## src/rtl/sisc_pkg.sv

```systemverilog
// Shared constants and encodings for the data-memory arbiter.
// The port-id constants name the two requesters so the RTL can refer to them by role.
package sisc_pkg;

  typedef enum logic [1:0] {
    IDLE = 2'd0,
    OWN0 = 2'd1,
    OWN1 = 2'd2
  } own_state_e;

  localparam logic PORT_CPU = 1'b0;
  localparam logic PORT_LDR = 1'b1;

endpackage

```

## src/rtl/dm_arb_if.sv

```systemverilog
// Requester/memory-side bundle of the data-memory arbiter.
// The master modport is the requester/memory side; the slave modport is the arbiter.
interface dm_arb_if #(
  parameter int AW = 16,
  parameter int DW = 32
);
  logic          req0, req1;
  logic          we0, we1;
  logic [AW-1:0] addr0, addr1;
  logic [DW-1:0] wdata0, wdata1;
  logic          gnt0, gnt1;
  logic          rvalid;
  logic          rid;
  logic [DW-1:0] rdata;
  logic          cpu_stall;
  logic [AW-1:0] dm_addr;
  logic [DW-1:0] dm_wdata;
  logic          dm_we;
  logic [DW-1:0] dm_rdata;

  modport master (
    output req0, req1, we0, we1, addr0, addr1, wdata0, wdata1, dm_rdata,
    input  gnt0, gnt1, rvalid, rid, rdata, cpu_stall, dm_addr, dm_wdata, dm_we
  );

  modport slave (
    input  req0, req1, we0, we1, addr0, addr1, wdata0, wdata1, dm_rdata,
    output gnt0, gnt1, rvalid, rid, rdata, cpu_stall, dm_addr, dm_wdata, dm_we
  );
endinterface

```

## src/rtl/rr_pick2.sv

```systemverilog
// Two-way round-robin pick: a lone requester wins, and ptr breaks a tie.
module rr_pick2 (
  input  logic req0,
  input  logic req1,
  input  logic ptr,
  output logic win,
  output logic any
);
  import sisc_pkg::*;

  assign win = (req0 & req1) ? ptr : (req1 ? PORT_LDR : PORT_CPU);
  assign any = req0 | req1;
endmodule

```

## src/rtl/dm_arb.sv

```systemverilog
// Two-port data-memory arbiter: owner FSM with a bounded burst under contention,
// pass-through memory port and a 1-cycle registered read return.
module dm_arb #(
  parameter int AW        = 16,
  parameter int DW        = 32,
  parameter int MAX_BURST = 4
) (
  input  logic     clk,
  input  logic     rst_f,
  dm_arb_if.slave  bus
);
  import sisc_pkg::*;

  localparam int            BW         = (MAX_BURST > 1) ? $clog2(MAX_BURST) : 1;
  localparam logic [BW-1:0] BURST_LAST = BW'(MAX_BURST - 1);

  own_state_e    state_q;
  logic [BW-1:0] burst_q;
  logic          ptr_q;
  logic          rvalid_q;
  logic          rid_q;
  logic [DW-1:0] rdata_q;

  logic          pick_win, pick_any;
  logic          gnt0_s, gnt1_s;
  logic          own_id, own_req, oth_req;
  logic          rd_fire;
  logic [AW-1:0] dm_addr_s;
  logic [DW-1:0] dm_wdata_s;

  rr_pick2 u_pick (
    .req0 (bus.req0),
    .req1 (bus.req1),
    .ptr  (ptr_q),
    .win  (pick_win),
    .any  (pick_any)
  );

  // Grants are forced low in a reset cycle even though the state register has not cleared yet.
  assign gnt0_s  = ~rst_f & (state_q == OWN0) & bus.req0;
  assign gnt1_s  = ~rst_f & (state_q == OWN1) & bus.req1;
  assign own_id  = (state_q == OWN1);
  assign own_req = own_id ? bus.req1 : bus.req0;
  assign oth_req = own_id ? bus.req0 : bus.req1;
  assign rd_fire = (gnt0_s & ~bus.we0) | (gnt1_s & ~bus.we1);

  // Owner FSM: burst_q only counts while the other port waits, so it stops at BURST_LAST.
  always_ff @(posedge clk) begin
    if (rst_f) begin
      state_q <= IDLE;
      burst_q <= '0;
      ptr_q   <= PORT_CPU;
    end else begin
      case (state_q)
        IDLE: begin
          if (pick_any) begin
            state_q <= pick_win ? OWN1 : OWN0;
            burst_q <= '0;
          end else begin
            state_q <= IDLE;
          end
        end
        OWN0, OWN1: begin
          if (own_req && !(oth_req && (burst_q == BURST_LAST))) begin
            if (oth_req) begin
              burst_q <= burst_q + BW'(1);
            end else begin
              burst_q <= burst_q;
            end
          end else begin
            burst_q <= '0;
            ptr_q   <= ~own_id;
            state_q <= oth_req ? (own_id ? OWN0 : OWN1) : IDLE;
          end
        end
        default: begin
          state_q <= IDLE;
          burst_q <= '0;
        end
      endcase
    end
  end

  // Read return register: captures memory data on a read grant and pulses rvalid.
  always_ff @(posedge clk) begin
    if (rst_f) begin
      rvalid_q <= 1'b0;
      rid_q    <= PORT_CPU;
      rdata_q  <= '0;
    end else if (rd_fire) begin
      rvalid_q <= 1'b1;
      rid_q    <= gnt1_s ? PORT_LDR : PORT_CPU;
      rdata_q  <= bus.dm_rdata;
    end else begin
      rvalid_q <= 1'b0;
    end
  end

  // Memory-port mux from the current owner.
  always_comb begin
    dm_addr_s  = '0;
    dm_wdata_s = '0;
    if (!rst_f) begin
      case (state_q)
        OWN0: begin
          dm_addr_s  = bus.addr0;
          dm_wdata_s = bus.wdata0;
        end
        OWN1: begin
          dm_addr_s  = bus.addr1;
          dm_wdata_s = bus.wdata1;
        end
        default: begin
          dm_addr_s  = '0;
          dm_wdata_s = '0;
        end
      endcase
    end else begin
      dm_addr_s  = '0;
      dm_wdata_s = '0;
    end
  end

  assign bus.gnt0      = gnt0_s;
  assign bus.gnt1      = gnt1_s;
  assign bus.dm_we     = (gnt0_s & bus.we0) | (gnt1_s & bus.we1);
  assign bus.dm_addr   = dm_addr_s;
  assign bus.dm_wdata  = dm_wdata_s;
  assign bus.rvalid    = rvalid_q & ~rst_f;
  assign bus.rid       = rid_q & ~rst_f;
  assign bus.rdata     = rst_f ? '0 : rdata_q;
  assign bus.cpu_stall = bus.req0 & ~gnt0_s;
endmodule
```

## src/flat_wrapper.sv

```systemverilog
// flat-port wrapper written by rule: the top's interface ports become plain ports
module dm_arb_flat import sisc_pkg::*;
#(
  parameter int AW        = 16,
  parameter int DW        = 32,
  parameter int MAX_BURST = 4
)
  (clk, rst_f, bus_req0, bus_req1, bus_we0, bus_we1, bus_addr0, bus_addr1, bus_wdata0, bus_wdata1, bus_dm_rdata, bus_gnt0, bus_gnt1, bus_rvalid, bus_rid, bus_rdata, bus_cpu_stall, bus_dm_addr, bus_dm_wdata, bus_dm_we);
  dm_arb_if #(.AW(AW), .DW(DW)) bus_i ();
  input  logic clk;
  input  logic rst_f;
  input wire logic [$bits(bus_i.req0)-1:0] bus_req0;
  input wire logic [$bits(bus_i.req1)-1:0] bus_req1;
  input wire logic [$bits(bus_i.we0)-1:0] bus_we0;
  input wire logic [$bits(bus_i.we1)-1:0] bus_we1;
  input wire logic [$bits(bus_i.addr0)-1:0] bus_addr0;
  input wire logic [$bits(bus_i.addr1)-1:0] bus_addr1;
  input wire logic [$bits(bus_i.wdata0)-1:0] bus_wdata0;
  input wire logic [$bits(bus_i.wdata1)-1:0] bus_wdata1;
  input wire logic [$bits(bus_i.dm_rdata)-1:0] bus_dm_rdata;
  output wire logic [$bits(bus_i.gnt0)-1:0] bus_gnt0;
  output wire logic [$bits(bus_i.gnt1)-1:0] bus_gnt1;
  output wire logic [$bits(bus_i.rvalid)-1:0] bus_rvalid;
  output wire logic [$bits(bus_i.rid)-1:0] bus_rid;
  output wire logic [$bits(bus_i.rdata)-1:0] bus_rdata;
  output wire logic [$bits(bus_i.cpu_stall)-1:0] bus_cpu_stall;
  output wire logic [$bits(bus_i.dm_addr)-1:0] bus_dm_addr;
  output wire logic [$bits(bus_i.dm_wdata)-1:0] bus_dm_wdata;
  output wire logic [$bits(bus_i.dm_we)-1:0] bus_dm_we;
  assign bus_i.req0 = bus_req0;
  assign bus_i.req1 = bus_req1;
  assign bus_i.we0 = bus_we0;
  assign bus_i.we1 = bus_we1;
  assign bus_i.addr0 = bus_addr0;
  assign bus_i.addr1 = bus_addr1;
  assign bus_i.wdata0 = bus_wdata0;
  assign bus_i.wdata1 = bus_wdata1;
  assign bus_i.dm_rdata = bus_dm_rdata;
  assign bus_gnt0 = bus_i.gnt0;
  assign bus_gnt1 = bus_i.gnt1;
  assign bus_rvalid = bus_i.rvalid;
  assign bus_rid = bus_i.rid;
  assign bus_rdata = bus_i.rdata;
  assign bus_cpu_stall = bus_i.cpu_stall;
  assign bus_dm_addr = bus_i.dm_addr;
  assign bus_dm_wdata = bus_i.dm_wdata;
  assign bus_dm_we = bus_i.dm_we;
  dm_arb #(.AW(AW), .DW(DW), .MAX_BURST(MAX_BURST)) u_core (.clk(clk), .rst_f(rst_f), .bus(bus_i));
endmodule
```

## config.mk

```make
export PLATFORM = sky130hd
export DESIGN_NAME = dm_arb_flat
export DESIGN_NICKNAME = d
export VERILOG_FILES = /design/src/rtl/sisc_pkg.sv /design/src/rtl/dm_arb_if.sv /design/src/rtl/rr_pick2.sv /design/src/rtl/dm_arb.sv /design/src/flat_wrapper.sv
export SDC_FILE = /design/constraint.sdc
export NUM_CORES = 1
export LEC_CHECK = 0
export ABC_AREA = 1
export ABC_CLOCK_PERIOD_IN_PS = 1600
export CAP_MARGIN = 10
export CORE_ASPECT_RATIO = 1.75
export CORE_MARGIN = 1
export CORE_UTILIZATION = 27
export DETAILED_ROUTE_END_ITERATION = 8
export PLACE_DENSITY = 0.77
export SLEW_MARGIN = 20
export SYNTH_ARGS = -nofsm -noshare
export SYNTH_HDL_FRONTEND = slang
export SYNTH_HIERARCHICAL = 1
export SYNTH_SLANG_ARGS = --single-unit
```

## constraint.sdc

```tcl
create_clock -name clk -period 1.6 [get_ports clk]
set_input_delay 0.4 -clock clk [delete_from_list [all_inputs] [get_ports clk]]
set_output_delay 0.4 -clock clk [all_outputs]
set_load 0.005 [all_outputs]
```

==> metrics.csv <==
stage,metric,value,unit
logic_synthesis,ys.flop_type,dfxtp_1,
worst_setup_path,r2r_setup_slack,-0.34,ns
logic_synthesis,syn_area,2700,sq um
worst_setup_path,worstPathArrival,1.61,ns
timing,setup_viol,92,
power,power_frac_comb,0.636,
logic_synthesis,yosysMostFrequentCell,nand2_1,
floorplan,initial_utilization,0.276,
timing,tightest_slew,0.221,ns
logic_synthesis,async_flop_share,0,
worst_setup_path,worstPathRequired,1.20,ns
logic_synthesis,ys.warnings.count,6,
hold_path,hp-class,flip-flop to flip-flop,
route,vias_per_cell,4.84,
cells_and_area,finalNonFillerCells,847,
power,p_leak,0.00293,uW
route,route.vias.total,4102,
power,vdd_ir_drop_max,0.000853,V
global_route,gr-usage-met2,0.476,
global_route,grt-busiest-layer,met2,
route,drt-initial-drc-count,147,
logic_synthesis,synth-edff-count,0,
clocking,clock-sinks,39,
clocking,cts_hold_buf,0,
route,final_antenna_net_count,0,
global_route,use_met1,0.214,
floorplan,num_io_pins,220,
global_route,grt_use_total,0.239,
timing,timing.final.crit_share,1.26,
logic_synthesis,synth_area_leaders,"dfxtp_1 (29%), nand2_1 (16%), inv_1 (11%)",
floorplan,chipHeight,134,um
power,internal_power,4400,uW
timing,relSlewSlack,0.853,
run,drv_cap,0,
power,p_switching,2900,uW
clocking,cts-root-buf,clkbuf_16,
logic_synthesis,synth.avg_cell_area,5.99,sq um
timing,rsz0062_at_grt,yes,
logic_synthesis,syn_nets,591,
floorplan,core_area,9790,sq um
global_route,grt_max_degree,26,
worst_setup_path,worstReg2RegEnd,u_core/burst_q[1],
timing,final_hold_viol_count,0,
route,routedWlPerCell,16.7,um
power,power_frac_clock,0.180,
worst_setup_path,path_max_fanout,7,
logic_synthesis,yosysTopAreaCell,dfxtp_1,
timing,timing.fmax,0.497,GHz
clocking,clockBufferDepth,2,
hold_path,hp-start,u_core/burst_q[0],
clocking,cts_tree,done,
hold_path,worstHoldEndpoint,u_core/burst_q[0],
clocking,clk_pin_slew,0.06,ns
outcome,status,finished with violations,
floorplan,rows,48,
power,p_sw_frac,0.397,
power,p_seq_frac,0.183,
route,dr.pass1.iters,5,
hold_path,holdPathStages,2,
global_route,grt_pass1_wl,19600,um
logic_synthesis,synthCells,451,
cells_and_area,n_antenna_cell,0,
placement,dp_cells,799,
worst_setup_path,reg2reg_depth,15,
global_route,met3_usage,0.0667,
cells_and_area,fill_cells,754,
cells_and_area,drive_above_1_share,0.407,
placement,io_buffers,219,
logic_synthesis,ys_ff_latch,39,
logic_synthesis,synth_cell_types,26,
placement,place_congestion,0.774,
placement,hpwlAfterDp,7870,um
route,wl,14200,um
worst_setup_path,critPathLaunchType,flip-flop,
worst_setup_path,critPathCaptureType,output pin,
floorplan,die_x,77.6,um
logic_synthesis,ys_seq_area_frac,0.289,
floorplan,die-area,10400,sq um
worst_setup_path,crit_type,flip-flop to output pin,
clocking,worstSkewPairLatency,0.29,ns
logic_synthesis,yosysTopAreaCellShare,0.289,
global_route,grt_pass1_vias,4044,
global_route,antenna_found_initial,0,
logic_synthesis,synth_common_cells,"nand2_1 (116), inv_1 (81), a21oi_1 (53), dfxtp_1 (39), nor2_1 (38)",
route,route.detailed.drc,0,
clocking,htree_levels,2,
timing,drv_slew,0,
cells_and_area,area_growth,137,%
power,powerDensity,1140,nW/um^2
worst_setup_path,rr_startpoint,u_core/state_q[0],
timing,setup_ws,-0.413,ns
clocking,cts_inserted_buffers,5,
cells_and_area,utilization,0.654,
cells_and_area,fin_nets,861,
global_route,grt_overflow,0,
timing,layout_min_cycle_time,2.01,ns
timing,finClkSkew,0.00460,ns
outcome,violations,setup timing,
## final cells by class
type                            instances  area, sq um  share of cell area
Clock buffer                            5          125              0.0195
Clock inverter                          3         67.6              0.0106
Inverter                               83          348              0.0543
Multi-Input combinational cell        299         2040               0.318
Sequential cell                        39          788               0.123
Tap cell                              125          156              0.0244
Timing Repair Buffer                  286         2770               0.432
Timing Repair inverter                  7          114              0.0178
## what timing repair did
| action | CTS | global route |
|---|---|---|
| endpoints found under the setup margin | 124 | 103 |
| setup buffers | 17 | 10 |
| cloned | 10 | 4 |
| resized for setup | 385 | 94 |
| pin swaps | 17 | 21 |
## power by group through the flow
stage | Combinational [uW] | Sequential [uW] | Clock (uW)
global route | 4950 | 1360 | 1370
detailed placement | 2970 | 1320 | 0
finish | 4640 | 1340 | 1320
floorplan | 1610 | 1300 | 0
global placement | 2890 | 1310 | 0
CTS | 3880 | 1320 | 1310
## registers in the layout, summed over array words and instances (netlist names)
register and flops:
u_core/ptr_q 1, u_core/burst_q 2, u_core/state_q 2, u_core/rdata_q 32, u_core/rid_q 1, u_core/rvalid_q 1
## metrics by stage
step / cell area, sq um / hold slack [ns] / TNS [ns] / total power, uW / setup WS [ns]
floorplan: 2820 / 0.443 / 0 / 2920 / 0.00145
global placement: 5280 / 0.456 / -44.13 / 4200 / -0.616
detailed placement: 5280 / 0.462 / -46.30 / 4290 / -0.618
CTS: 6000 / 0.467 / -22.27 / 6520 / -0.419
global route: 6400 / 0.512 / -28.52 / 7680 / -0.447
finish: 6400 / 0.491 / -23.41 / 7300 / -0.413
## placed cells by master (no fill, tap or decap), types with 3 or more instances in the layout
cell type        Yosys  layout
o21ai_1             35      23
nand2_2              1      23
inv_8                1       3
dfxtp_1             39      37
clkbuf_2             0       8
nand3_1              9       5
o21ai_2              8      37
buf_12               0      13
o21ai_4              0       7
clkbuf_16            0       8
nor2_2               1       3
buf_2                6      51
nand2_4              2       7
nor2_1              38      35
inv_4                0       3
nand2_1            116      87
clkdlybuf4s15_1      0       4
buf_6                7      23
inv_1               81      76
dlygate4sd2_1        0      21
a21oi_2              0      49
clkdlybuf4s50_1      0     132
buf_4                1      26
ha_4                 0       4
## critical path, cell delays in order (launching register included)
cell	delay [ns]
dfxtp_4	0.37
inv_4	0.05
ha_4	0.29
nand2_8	0.08
buf_12	0.15
buf_6	0.12
a21oi_4	0.13
buf_2	0.13
## how the worst max path moves through the flow
stage	end	slack [ns]	start
3_3_place_gp	bus_dm_we	-0.62	bus_req0
5_1_grt	bus_dm_addr[13]	-0.45	u_core/state_q[1]
6_report	bus_dm_addr[13]	-0.41	u_core/state_q[1]
3_5_place_dp	bus_dm_we	-0.62	bus_req0
2_1_floorplan	bus_dm_addr[0]	0.001	u_core/state_q[1]
4_1_cts	bus_dm_addr[13]	-0.42	u_core/state_q[0]
## metal layers
layer | vias to the layer above | wire [um]
li1 | 1934 | -
met1 | 1892 | 4540
met2 | 237 | 7910
met3 | 39 | 1250
met4 | 0 | 464
met5 | - | 0
## cell families (layout without fill, tap and decap cells)
family | after synthesis | in the layout | share of synthesized area
simple gates | 170 | 170 | 0.256
compound gates | 123 | 123 | 0.242
buf+inv | 113 | 384 | 0.185
flops | 39 | 39 | 0.289
fa+ha+maj | 6 | 6 | 0.0278
Note: power is estimated with default switching activity, not from simulation.
